`config.mk`:
```
export PLATFORM = sky130hd
export DESIGN_NAME = apb_event_sink
export DESIGN_NICKNAME = d
export VERILOG_FILES = /design/src/rtl/apb_event_sink.sv
export SDC_FILE = /design/constraint.sdc
export NUM_CORES = 1
export LEC_CHECK = 0
export ABC_AREA = 1
export CORE_ASPECT_RATIO = 1.75
export CORE_UTILIZATION = 40
export CTS_BUF_LIST = sky130_fd_sc_hd__clkbuf_4 sky130_fd_sc_hd__clkbuf_8 sky130_fd_sc_hd__clkbuf_16
export DETAILED_ROUTE_END_ITERATION = 6
export PLACE_DENSITY = 0.69
export SLEW_MARGIN = 20
export SYNTH_ARGS = -nofsm -noshare
export SYNTH_HDL_FRONTEND = slang
export SYNTH_SLANG_ARGS = --single-unit
```
`constraint.sdc`:
```
create_clock -name clk -period 2.82 [get_ports clk]
set_input_delay 0.282 -clock clk [delete_from_list [all_inputs] [get_ports clk]]
set_output_delay 0.282 -clock clk [all_outputs]
set_load 0.03 [all_outputs]
```
`src/rtl/apb_event_sink.sv`:
```
// apb_event_sink: APB3 completer terminating event-notification writes.
// Three windows (0xABBA/0xBAFF/0xCAFE in paddr[31:16]), each with a
// saturating event counter, a captured pending count and a strobe.
//
// Ports:
//   clk, reset          rising-edge clock, synchronous active-low reset
//   apb_psel_i ..       APB3 request (psel, penable, paddr, pwrite, pwdata)
//   apb_pready_o ..     APB3 response (pready, prdata, pslverr)
//   event_x_o           one-cycle strobe per accepted event write
//   pending_x_o         last pwdata captured by an event write
//
// Offsets: 0x0 write = event, read = counter;
//          0x4 write = clear counter, read = pending.
// Anything else answers with pslverr and has no effect.
module apb_event_sink #(
  parameter int WAIT_CYCLES = 0,
  parameter int CNT_W       = 16
) (
  input  logic        clk,
  input  logic        reset,
  input  logic        apb_psel_i,
  input  logic        apb_penable_i,
  input  logic [31:0] apb_paddr_i,
  input  logic        apb_pwrite_i,
  input  logic [31:0] apb_pwdata_i,
  output logic        apb_pready_o,
  output logic [31:0] apb_prdata_o,
  output logic        apb_pslverr_o,
  output logic        event_a_o,
  output logic        event_b_o,
  output logic        event_c_o,
  output logic [31:0] pending_a_o,
  output logic [31:0] pending_b_o,
  output logic [31:0] pending_c_o
);

  typedef enum logic {
    IDLE,
    ACCESS
  } state_t;

  localparam logic [3:0] WAIT_LD = 4'(WAIT_CYCLES);

  state_t           state;
  logic [3:0]       wait_q;
  logic [31:0]      addr_q;
  logic [31:0]      wdata_q;
  logic             write_q;
  logic [CNT_W-1:0] cnt [3];
  logic [31:0]      pend [3];
  logic [2:0]       ev_q;

  logic [2:0]  sel;
  logic        off_evt;
  logic        off_clr;
  logic        hit;
  logic        done;
  logic        commit;
  logic [2:0]  evt_wr;
  logic [2:0]  clr_wr;
  logic [31:0] rd_mux;

  // Decode works purely on the latched request; live bus
  // inputs are ignored once the access phase has begun.
  assign sel[0]  = addr_q[31:16] == 16'hABBA;
  assign sel[1]  = addr_q[31:16] == 16'hBAFF;
  assign sel[2]  = addr_q[31:16] == 16'hCAFE;
  assign off_evt = addr_q[15:0] == 16'h0000;
  assign off_clr = addr_q[15:0] == 16'h0004;
  assign hit     = (|sel) & (off_evt | off_clr);

  assign apb_pready_o = (state == ACCESS)
                      & (wait_q == 4'd0);

  assign done   = apb_psel_i & apb_penable_i
                & apb_pready_o;
  assign commit = done & write_q & hit;
  assign evt_wr = sel & {3{commit & off_evt}};
  assign clr_wr = sel & {3{commit & off_clr}};

  function automatic logic [CNT_W-1:0] sat_inc(
    input logic [CNT_W-1:0] v
  );
    return (&v) ? v : v + CNT_W'(1);
  endfunction

  always_comb begin
    rd_mux = '0;
    unique case (1'b1)
      sel[0]: rd_mux = off_evt ? 32'(cnt[0])
                               : pend[0];
      sel[1]: rd_mux = off_evt ? 32'(cnt[1])
                               : pend[1];
      sel[2]: rd_mux = off_evt ? 32'(cnt[2])
                               : pend[2];
      default: rd_mux = '0;
    endcase
  end

  assign apb_prdata_o  = (apb_pready_o & hit)
                       ? rd_mux : 32'd0;
  assign apb_pslverr_o = apb_pready_o & ~hit;

  always_ff @(posedge clk) begin
    if (!reset) begin
      state   <= IDLE;
      wait_q  <= '0;
      addr_q  <= '0;
      wdata_q <= '0;
      write_q <= 1'b0;
      ev_q    <= '0;
      for (int i = 0; i < 3; i++) begin
        cnt[i]  <= '0;
        pend[i] <= '0;
      end
    end else begin
      ev_q <= evt_wr;
      for (int i = 0; i < 3; i++) begin
        if (evt_wr[i]) begin
          cnt[i]  <= sat_inc(cnt[i]);
          pend[i] <= wdata_q;
        end else if (clr_wr[i]) begin
          cnt[i] <= '0;
        end
      end
      unique case (state)
        IDLE: begin
          if (apb_psel_i && !apb_penable_i) begin
            addr_q  <= apb_paddr_i;
            write_q <= apb_pwrite_i;
            wdata_q <= apb_pwdata_i;
            wait_q  <= WAIT_LD;
            state   <= ACCESS;
          end
        end
        ACCESS: begin
          // Dropping psel abandons the transfer without effect.
          if (!apb_psel_i) begin
            state <= IDLE;
          end else if (wait_q != 4'd0) begin
            wait_q <= wait_q - 4'd1;
          end else if (apb_penable_i) begin
            state <= IDLE;
          end
        end
      endcase
    end
  end

  assign event_a_o   = ev_q[0];
  assign event_b_o   = ev_q[1];
  assign event_c_o   = ev_q[2];
  assign pending_a_o = pend[0];
  assign pending_b_o = pend[1];
  assign pending_c_o = pend[2];

endmodule

```
; After elaboration in Yosys (flattened, before gate mapping)
; Memory sizes are Yosys's and may differ from the RTL's.
; Index checks and enable logic that the tools add are counted.
[totals]
ramBits = 144
romBits = 0
out_inout_bits = 133
n_memories = 2
word_cells = 102
ff_bits = 73
inputBits = 69
latchBits = 0
[mem_list]
columns = name, depth, width, read_ports, rd_clocked_by_memory_dff, write_ports, line
row1 = pend, 3, 32, 3, 0, 3, 50  ; logic [31:0] pend [3];
row2 = cnt, 3, 16, 3, 0, 3, 49  ; logic [CNT_W-1:0] cnt [3];
[classes]
magnitude_cmp = 0
muxes = 48
n_reduce_logical = 11
eq_ne = 7
mul = 0
addsub = 4
shifts = 0
div = 0
n_bitwise = 24
[op_table]
columns = cell, count
row1 = $mux W32, 7
row2 = $mux W16, 9
row3 = $pmux W32 S3, 1
row4 = $add A16 B1 Y16 const B, 3
row5 = $eq A16 B16 Y1 const B, 3
row6 = $reduce_and A16 Y1, 3
row7 = $mux W1, 26
row8 = $eq A16 B3 Y1 const B, 1
row9 = $logic_not A16 Y1, 1
row10 = $mux W4, 3
row11 = $and A1 B1 Y1, 10
row12 = $or A1 B1 Y1, 10
row13 = $pmux W4 S2, 1
row14 = $and A3 B3 Y3, 2
row15 = $logic_not A4 Y1, 1
row16 = $ne A2 B2 Y1 const B, 2
row17 = $reduce_bool A4 Y1, 1
row18 = $sub A4 B1 Y4 const B, 1
row19 = $reduce_and A3 Y1, 1
row20 = $reduce_or A3 Y1, 1
row21 = $ne A2 B1 Y1 const B, 1
row22 = $not A1 Y1, 2
row23 = $pmux W1 S2, 1
row24 = $reduce_and A2 Y1, 1
row25 = 2 further kinds, 2

; Longest topological paths before layout
[logic_depth]
depth_word = 12
mapped_depth = 16
depth_no_buf = 15

; Worst setup path after synthesis
; OpenSTA, ideal clock, no wires.
[synth_timing]
kind = register to register
startpoint = register wait_q[0]
endpoint = memory cnt[1][0] (enable)
required_time_ps = 2456
synth_period_minus_slack_ps = 2688
arrival_ps = 2324
stages_incl_launch_ff = 12
path_buffers = 0
setup_slack_ps = 132
setup_time_ps = 364
path_cell_list = dfxtp_1 > inv_1 > ha_1 > inv_1 > nor3_2 > nand2_2 > nor2_4 > nand4_1 > nand2_1 > o2111ai_1 > nand2_1 > inv_1
[synth_rtl]
columns = item, line
row1 = "start, declared", 45  ; logic [3:0] wait_q;
row2 = "start signal, assigned", 141  ; wait_q <= wait_q - 4'd1;
row3 = "end, declared", 49

; Worst setup path in the final report
[layout_timing]
startpoint = register addr_q[19]
endpoint = output port apb_prdata_o[24]
[layout_between]
elab_chain_cells = 5
word_cells_on_any_way = 8
classes_between = 3 x eq/ne / 2 x mux / 2 x bitwise / 1 x reduce/logical
[layout_rtl]
columns = item, line
row1 = "start, declared", 46  ; logic [31:0] addr_q;
row2 = "start signal, assigned", 129  ; addr_q <= apb_paddr_i;
row3 = "$eq A16 B16 Y1, on equally long branches", "65, 66, 67"
row4 = $reduce_or A3 Y1, 70  ; assign hit = (|sel) & (off_evt | off_clr);
row5 = $and A1 B1 Y1, 70
row6 = $and A1 B1 Y1, 100  ; assign apb_prdata_o = (apb_pready_o & hit)
row7 = $mux W32 (*), 101  ; ? rd_mux : 32'd0;
row8 = "end, declared", 27  ; output logic [31:0] apb_prdata_o,
; Mark *: on every way between the ends. The rest lies on a longest branch, timed or not.

==> key figures <==
Timing
  – Min Tclk post-route: approximately 2.7 ns
  – RSZ-0062 raised after global routing: yes
  – Setup TNS: 0 ns
  – Final Cycle Share: a little over nine tenths
  – Slew Limit Fails: 0
  – Final Hold Viols: 0
  – Final Skew: around 0.021 ns
  – Slew @ Worst Pin: roughly 0.58 ns
  – Rel. slew slack: ~62%
  – Final setup violation count: 0
  – Peak Freq: ~370 MHz

Clocking
  – H-Tree Depth: 1
  – Clk slew on worst S/H paths: ~0.07 ns
  – Max Buffers Root-to-Sink: 3
  – Inserted Clock Buffers: 21
  – Later-pin clock latency in the skew report: just over 0.5 ns
  – Root Driver: clkbuf_16
  – Clock Sinks: 217
  – CTS tree: built

Drt
  – Detailed Routing Iterations Pass 1: 7
  – Vias: about 9k
  – Antenna viol nets, final: 0
  – Residual DRC count: 0
  – Via density: roughly 5.2
  – DRT iter0 DRCs: just over 600
  – Post-Route WL: between 20000 and 30000 um
  – Wire length per cell: 17.7 um

Setup path
  – Critical Setup Path Class: flip-flop to primary output
  – CP cell instances: nand2_1, inv_2, nand3_1, nor2_2, nand2_4, nand3_4, nand2_2, nor2_4, clkinvlp_4, buf_12, nor3_1, buf_4
  – Critical Path Max Stage Delay: approximately 0.36 ns
  – Worst EP arrival: 2.44 ns
  – Req. time, crit path: around 2.5 ns
  – Critical Path Start Type: flip-flop
  – CP Max Fanout: 16
  – Critical Path Slowest Stage Cell: dfxtp_1
  – Setup crit end kind: primary output

Cells and area
  – Fill count: approximately 2.3k
  – Nets: about 1.4k
  – Final instance area: between 10000 and 15000 sq um
  – Area grow syn2layout: 33.6%
  – Core Util, Final: 54.8%
  – Commonest cells after routing, fill and taps aside: nand2_1, clkdlybuf4s50_1, inv_1
  – Most common cell after layout, fill and taps aside: nand2_1
  – Diode count: 0
  – Final Non-Filler Cells: ~1.7k
  – Share of post-route cells with drive strength above 1: 13.1%

Floorplanning
  – Chip width: 122 um
  – Initial Utilization: between 40% and 50%
  – Row cnt: 76
  – Num ports: 202
  – Total core area: between 20000 and 25000 sq um
  – Die ar.: approximately 26000 sq um
  – Die height: ~210 um

Logic synthesis
  – Seq/Total Area, Yosys: 55.5%
  – Number of distinct library cells after synthesis: 38
  – Post-synth EDFFs: 128
  – Post-synthesis cell count: about 1.2k
  – Post-Syn Area per Cell: between 8 and 9 sq um
  – Post-Syn Nets: 1234
  – Seq cells post-synth: roughly 220
  – Post-Syn Area: 10100 sq um
  – Post-synth top flop: edfxtp_1
  – Yosys Warn Count: 0
  – Post-synth ARST share: 0%

Global route
  – Antenna violations before repair: 0
  – Number of global-route vias before repair: ~8.8k
  – First-pass GRT wire length: ~46000 um
  – Largest net degree at the start of global routing: 84
  – GRT overflow: 0
  – Total track usage: 23.0%

Power and ir drop
  – Final Power: 7.60 mW
  – Max rail drop VDD: 0.426 mV
  – LEAKAGE: 5.44 nW
  – PwrDens: between 500 and 600 nW/um^2

Placement
  – I/O Buffers: between 200 and 250
  – Hpwl dp: 21300 um
  – DP Cell Count: 1642
  – Placed Instance Area: between 10000 and 15000 sq um
  – RD Place Congestion: ~0.93

Min path
  – Hold Crit Class: primary input to flip-flop

Outcome
  – Run status: finished clean

Job
  – Max cap viols: 0
-- metal layers --
layer	wire, um	track usage [%]
met4	1640	13.1
met5	0	0
met2	16100	42.7
met1	10600	24.1
met3	1510	3.49
-- report_power, final --
group          switching [mW]  internal, mW
combinational           0.537         0.342
clock                    1.21          1.87
sequential              0.115          3.52
-- per-stage QoR --
step	setup WS [ns]	hold slack [ns]
6_report	0.0989	0.141
2_1_floorplan	0.132	0.430
5_1_grt	-0.0623	0.167
3_5_place_dp	0.104	0.444
3_3_place_gp	0.141	0.438
4_1_cts	-0.0314	0.119
-- path summary, 6_finish.rpt --
check / end / slack, ns / startpoint / cells after the start
worst max register to register: cnt[2][11]$_SDFFE_PP0P_ / 0.27 / wait_q[0]$_SDFFE_PN0P_ / 15
worst min-delay path: addr_q[30]$_SDFFE_PN0P_ / 0.14 / reset / 3
worst min register to register: wdata_q[24]$_SDFFE_PN0P_ / 0.45 / wdata_q[24]$_SDFFE_PN0P_ / 2
worst max-delay path: apb_prdata_o[24] / 0.1 / addr_q[19]$_SDFFE_PN0P_ / 12
-- cells in the mapped netlist, types with 3 or more instances --
cell type / count / area (sq um)
nand2_1: 183 / 687
inv_1: 153 / 574
edfxtp_1: 128 / 3840
a21oi_1: 124 / 621
nor2_1: 113 / 424
o21ai_0: 93 / 465
dfxtp_1: 89 / 1780
nand3_1: 45 / 225
nor3_1: 37 / 185
clkbuf_1: 36 / 135
a22o_1: 33 / 289
xor2_1: 18 / 158
nor2_2: 14 / 87.6
o22ai_1: 13 / 81.3
buf_2: 11 / 55.1
nand4_1: 11 / 68.8
inv_2: 9 / 33.8
nand2_2: 9 / 56.3
buf_1: 5 / 18.8
ha_1: 4 / 50.1
nor2_4: 4 / 45.0
buf_4: 3 / 22.5
nand3_2: 3 / 30.0
nor3b_1: 3 / 22.5
xnor2_1: 3 / 26.3
-- critical path, delay by kind of cell, from the launching register on --
| family | cells | cell delay [ns] |
|---|---|---|
| AND/OR/NAND/NOR | 8 | 1.01 |
| buffers and inverters | 4 | 0.56 |
| flip-flops | 1 | 0.36 |
-- cell type report --
type / count / area (sq um) / area share, %
well taps: 312 / 390 / 2.88
multi-input cells: 725 / 3800 / 28.0
flip-flops and latches: 217 / 5630 / 41.5
clock inverters: 5 / 56.3 / 0.416
inverters: 162 / 628 / 4.64
repair buffers: 237 / 2330 / 17.2
clock buffers: 33 / 722 / 5.33
-- what timing repair did --
item | 4_1_cts | 5_1_grt
cloned | 0 | 0
setup endpoints to repair | 20 | 64
buffers inserted | 1 | 10
resized for setup | 3 | 49
pin swaps | 0 | 4
hold buffers | 0 | 0
-- flip-flops by register name, summed over array words and instances (netlist names) --
register and count:
pend 96, cnt 48, addr_q 32, wdata_q 32, wait_q 4, ev_q 3
state 1, write_q 1
-- kinds of logic after synthesis --
group | synth area share [%]
AO/OA/AOI/OAI | 14.9
adder cells (fa/ha/maj) | 0.494
flip-flops | 55.5
XOR/XNOR | 1.81
buffers and inverters | 8.50
AND/OR/NAND/NOR | 18.8
Note: power is estimated with default switching activity, not from simulation.
